[src/rtl/sram_ctrl.sv]
// Host request pipeline and bulk-clear engine in front of a synchronous single-port SRAM.
// Responses return two edges after acceptance; the clear engine fills every word with one value.
module sram_ctrl #(
  parameter int WORDS = 1536,
  parameter int AW    = 11,
  parameter int DW    = 8
) (
  input  logic          clk,
  input  logic          rst,
  input  logic          req_valid,
  output logic          req_ready,
  input  logic          req_we,
  input  logic [AW-1:0] req_addr,
  input  logic [DW-1:0] req_wdata,
  output logic          rsp_valid,
  output logic [DW-1:0] rsp_rdata,
  output logic          rsp_err,
  input  logic          clr_start,
  input  logic [DW-1:0] clr_data,
  output logic          clr_busy,
  output logic          clr_done,
  output logic          sram_csb,
  output logic          sram_web,
  output logic          sram_oeb,
  output logic [AW-1:0] sram_a,
  output logic [DW-1:0] sram_di,
  input  logic [DW-1:0] sram_do
);

  localparam logic [AW:0]   WORDS_C = (AW+1)'(WORDS);
  localparam logic [AW-1:0] LAST_C  = AW'(WORDS - 1);

  typedef enum logic {IDLE, CLEAR} state_e;

  state_e        state_q;
  logic [AW-1:0] cnt_q, cnt_d;
  logic [DW-1:0] clr_data_q;
  logic          p1_valid_q, p1_rd_q, p1_err_q;
  logic          p2_valid_q, p2_rd_q, p2_err_q;
  logic          rsp_valid_q, rsp_err_q;
  logic [DW-1:0] rsp_rdata_q;
  logic          clr_busy_q, clr_done_q;
  logic          sram_csb_q, sram_web_q, sram_oeb_q;
  logic [AW-1:0] sram_a_q;
  logic [DW-1:0] sram_di_q;
  logic          accept, in_range;

  assign req_ready = (state_q == IDLE) && !clr_start && !rst;
  assign accept    = req_valid && req_ready;
  assign in_range  = ({1'b0, req_addr} < WORDS_C);
  assign cnt_d     = cnt_q + 1'b1;

  always_ff @(posedge clk) begin
    if (rst) begin
      state_q     <= IDLE;
      cnt_q       <= '0;
      clr_data_q  <= '0;
      p1_valid_q  <= 1'b0;
      p1_rd_q     <= 1'b0;
      p1_err_q    <= 1'b0;
      p2_valid_q  <= 1'b0;
      p2_rd_q     <= 1'b0;
      p2_err_q    <= 1'b0;
      rsp_valid_q <= 1'b0;
      rsp_err_q   <= 1'b0;
      rsp_rdata_q <= '0;
      clr_busy_q  <= 1'b0;
      clr_done_q  <= 1'b0;
      sram_csb_q  <= 1'b1;
      sram_web_q  <= 1'b1;
      sram_oeb_q  <= 1'b1;
      sram_a_q    <= '0;
      sram_di_q   <= '0;
    end else begin
      sram_oeb_q  <= 1'b0;
      clr_done_q  <= 1'b0;
      sram_csb_q  <= 1'b1;
      sram_web_q  <= 1'b1;
      // Response pipeline runs independently of the FSM so in-flight reads survive a clear.
      p1_valid_q  <= accept;
      p1_rd_q     <= !req_we;
      p1_err_q    <= !in_range;
      p2_valid_q  <= p1_valid_q;
      p2_rd_q     <= p1_rd_q;
      p2_err_q    <= p1_err_q;
      rsp_valid_q <= p2_valid_q;
      rsp_err_q   <= p2_valid_q && p2_err_q;
      rsp_rdata_q <= (p2_valid_q && p2_rd_q && !p2_err_q) ? sram_do : '0;
      case (state_q)
        IDLE: begin
          if (clr_start) begin
            state_q    <= CLEAR;
            clr_busy_q <= 1'b1;
            clr_data_q <= clr_data;
            cnt_q      <= '0;
            sram_csb_q <= 1'b0;
            sram_web_q <= 1'b0;
            sram_a_q   <= '0;
            sram_di_q  <= clr_data;
          end else if (accept && in_range) begin
            sram_csb_q <= 1'b0;
            sram_web_q <= ~req_we;
            sram_a_q   <= req_addr;
            sram_di_q  <= req_wdata;
          end
        end
        CLEAR: begin
          if (cnt_q == LAST_C) begin
            state_q    <= IDLE;
            clr_busy_q <= 1'b0;
            clr_done_q <= 1'b1;
          end else begin
            cnt_q      <= cnt_d;
            sram_csb_q <= 1'b0;
            sram_web_q <= 1'b0;
            sram_a_q   <= cnt_d;
            sram_di_q  <= clr_data_q;
          end
        end
        default: state_q <= IDLE;
      endcase
    end
  end

  assign rsp_valid = rsp_valid_q;
  assign rsp_rdata = rsp_rdata_q;
  assign rsp_err   = rsp_err_q;
  assign clr_busy  = clr_busy_q;
  assign clr_done  = clr_done_q;
  assign sram_csb  = sram_csb_q;
  assign sram_web  = sram_web_q;
  assign sram_oeb  = sram_oeb_q;
  assign sram_a    = sram_a_q;
  assign sram_di   = sram_di_q;

endmodule

[config.mk]
export PLATFORM = sky130hd
export DESIGN_NAME = sram_ctrl
export DESIGN_NICKNAME = d
export VERILOG_FILES = /design/src/rtl/sram_ctrl.sv
export SDC_FILE = /design/constraint.sdc
export NUM_CORES = 1
export LEC_CHECK = 0
export CORE_MARGIN = 2
export CORE_UTILIZATION = 40
export DETAILED_ROUTE_END_ITERATION = 6
export MAX_ROUTING_LAYER = met4
export PLACE_DENSITY = 0.7
export RECOVER_POWER = 50
export SYNTH_ARGS = -nofsm -noshare
export SYNTH_HDL_FRONTEND = slang
export SYNTH_SLANG_ARGS = --single-unit
[constraint.sdc]
create_clock -name clk -period 2.34 [get_ports clk]
set_clock_uncertainty 0.2 [all_clocks]
set_input_delay 0.468 -clock clk [delete_from_list [all_inputs] [get_ports clk]]
set_output_delay 0.468 -clock clk [all_outputs]
set_load 0.02 [all_outputs]
==> metrics.md <==
| Metric | Value |
|---|---|
| DRC viols | 0 |
| All-Layer GR Usage | 0.196 |
| Critical path endpoint category | primary output |
| Post-Layout Cell Count | 446 |
| Syn_nets | approximately 330 |
| Remaining antenna violation count after routing | 0 |
| Cell Chain, Critical Path | clkdlybuf4s50_1 > or2_2 > nor2_1 > clkbuf_2 |
| RSZ-0062 raised after global routing | no |
| Worst vdd ir | around 0.37 mV |
| Ys flop type | dfxtp_1 |
| Min cycle time layout | 2.17 ns |
| Initial DRC Count | between 90 and 100 |
| Detailed Place HPWL | about 4500 µm |
| Syn avg cell area | between 8 and 9 µm² |
| Clock Path Buffers | 2 |
| Pwr/cell area | approximately 650 nW/µm² |
| Crit path DAT | between 1.5 and 2 ns |
| Hold crit path type | flip-flop to flip-flop |
| Nets@finish | 407 |
| Initial Util | 0.419 |
| CTS H-tree depth | 3 |
| # diodes | 0 |
| Global-route wire length before repair | 10700 µm |
| Placement Rows | 28 |
| # Post-CTS Setup Buffers | 0 |
| Largest net degree at the start of global routing | 34 |
| Ys async rst share | 0 |
| Vias in the first global route | around 2300 |
| FF-to-FF Start | cnt_q[6] |
| Slew HR | 0.415 |
| Worst path slowest cell | clkdlybuf4s50_1 |
| Max-Cap Viols | 0 |
| Io pins | 75 |
| Fill cells | 545 |
| Die Area | ~7000 µm² |
| Routed WL | 6490 µm |
| Area delta synth->final | 41.7% |
| Post-synthesis sequential area ratio | 0.475 |
| Max incr delay on CP | approximately 0.45 ns |
| Outcome | complete, no violations |
| Worst skew pair latency | ~0.33 ns |
| Final setup viols | 0 |
| Worst Setup Path Type | primary input to primary output |
| Synth unique cells | 45 |
| Via count | around 2400 |
| Mapped Area | 2530 µm² |
| Post-Place Setup Slack | -0.272 ns |
| Critical Path Source Type | primary input |
| Layout cells sized above 1 | 0.119 |
| Max-slew violations | 0 |
| Min setup slack post-route | between 0.15 and 0.2 ns |
| Post-synth EDFFs | 0 |
| Root Buffer | clkbuf_8 |
| Worst hold path cell count | 1 |
| Total gr overflow | 0 |
| Port-buffer cells | 74 |
| Initial antenna violation count | 0 |
| Final worst path period share | 0.929 |
| Slew at the pin closest to its max-slew limit | 0.878 ns |
| Hold EP | p2_err_q |
| CTS tree | done |
| Die W | ~83 µm |
| Commonest non-fill, non-tap cell in the layout | dfxtp_1 |
| F_max | ~460 MHz |
| Flop and latch count out of synthesis | 60 |
| Clk sinks | 60 |
| R2r worst-path depth | 4 |
| Vias per cell | 5.36 |
| Synth Instances | roughly 280 |
| Worst hold path startpoint | p1_err_q |
| Routed WL per cell | approximately 15 µm |
| Clk slew on worst S/H paths | 0.06 ns |
| Die Height | between 80 and 90 µm |
| CTS Buf Count | 9 |
| FF-to-FF End | sram_a[7] |
| # hold bufs at CTS | 0 |
| Buf/Inv on CP | 2 |
| Core area | 6030 µm² |
| Required time worst endpoint | ~1.7 ns |
| GPL Wtd Cong | roughly 0.87 |
| Reg2Reg Setup Slack | roughly 0.3 ns |
| Placed Instances | 430 |
| Top delay family on crit path | buffers and inverters |
| Leakage | around 1.4 nW |
| Total iterations of the first detailed-routing run | 4 |
| Max Fanout on Critical Path | 2 |
| Final hold viol count | 0 |
| Yosys warnings | 0 |
| Most frequent cells in the layout | dfxtp_1, clkdlybuf4s50_1, nand2_1, a21oi_1, buf_4 |
-- cell usage after synthesis (2+ instances only) --
cell type	number	area [µm²]
a211oi_1	6	45.0
a21oi_1	35	175
a22oi_1	4	30.0
a311oi_1	2	17.5
a311oi_2	3	45.0
a31oi_1	5	31.3
and2_1	11	68.8
and4_1	3	26.3
buf_2	8	40.0
buf_6	2	22.5
clkbuf_1	12	45.0
dfxtp_1	60	1200
inv_1	3	11.3
mux2i_1	8	80.1
nand2_1	35	131
nand3_1	5	25.0
nand3b_1	2	15.0
nand4_1	2	12.5
nor2_1	15	56.3
nor2b_1	6	37.5
nor3_1	5	25.0
nor4_1	2	12.5
o2111ai_1	8	70.1
o21a_1	2	15.0
o21ai_0	16	80.1
o31ai_1	2	15.0
or3_1	3	18.8
xnor2_1	2	17.5
-- cell type report --
class	count	area [µm²]	share of cell area
clock inverters	4	22.5	0.00629
flip-flops and latches	60	1200	0.335
clock buffers	12	165	0.0461
repair buffers	93	881	0.246
well taps	75	93.8	0.0262
inverters	3	11.3	0.00314
multi-input cells	199	1210	0.337
-- kinds of logic (layout without fill, tap and decap cells) --
family	count (synthesis)	count (layout)	share of synthesized area
and+or+nand+nor	95	95	0.190
AOI/OAI and AO/OA	92	92	0.241
DFF	60	60	0.475
buffers and inverters	25	112	0.0470
muxes	8	8	0.0317
xor gates and xnor gates	3	3	0.0104
adders and majority gates	1	1	0.00495
-- how the worst max path moves through the flow --
stage	start	endpoint	slack (ns)	cells past startpoint
after floorplan	rst	req_ready	0.24	4
after global placement	clr_start	req_ready	-0.26	4
after detailed placement	clr_start	req_ready	-0.27	4
after CTS	clr_start	req_ready	0.005	4
after global routing	clr_start	req_ready	0.10	4
final	clr_start	req_ready	0.17	4
-- registers in the layout, summed over array words and instances, names as in the netlist --
register    flops
p1_valid_q      1
sram_oeb        1
clr_data_q      8
sram_di         8
sram_a         11
cnt_q          11
clr_done        1
sram_csb        1
p1_rd_q         1
rsp_valid       1
p2_valid_q      1
p2_err_q        1
sram_web        1
clr_busy        1
state_q         1
p2_rd_q         1
rsp_rdata       8
p1_err_q        1
rsp_err         1
-- report_power, final --
part / internal, mW / total, mW / leakage (nW) / switching, mW
Combinational: 0.185 / 0.363 / 0.782 / 0.177
Sequential: 1.07 / 1.09 / 0.491 / 0.0238
Clock: 0.465 / 0.871 / 0.0982 / 0.406
-- what timing repair did --
item	in CTS	in global routing
endpoints found under the setup margin	1	1
gates resized for setup	1	2
cloned	0	0
-- per-stage QoR --
step	power, mW	hold slack, ns	setup TNS (ns)	util	instance area [µm²]
6_report	2.33	0.236	0	0.594	3580
5_1_grt	2.42	0.261	0	0.594	3580
4_1_cts	2.34	0.237	0	0.597	3600
3_5_place_dp	1.48	0.221	-0.272	0.566	3410
3_3_place_gp	1.48	0.215	-0.256	0.566	3410
2_1_floorplan	1.29	0.214	0	-	2530
-- metal layers --
metal,track usage,vias to the layer above,part of all wire
met3,0.0326,8,0.062
met5,-,-,0
met1,0.262,1111,0.49
met4,0.0850,0,0.014
li1,-,1196,-
met2,0.293,76,0.44
No activity file was read; power rests on OpenSTA's default activity.
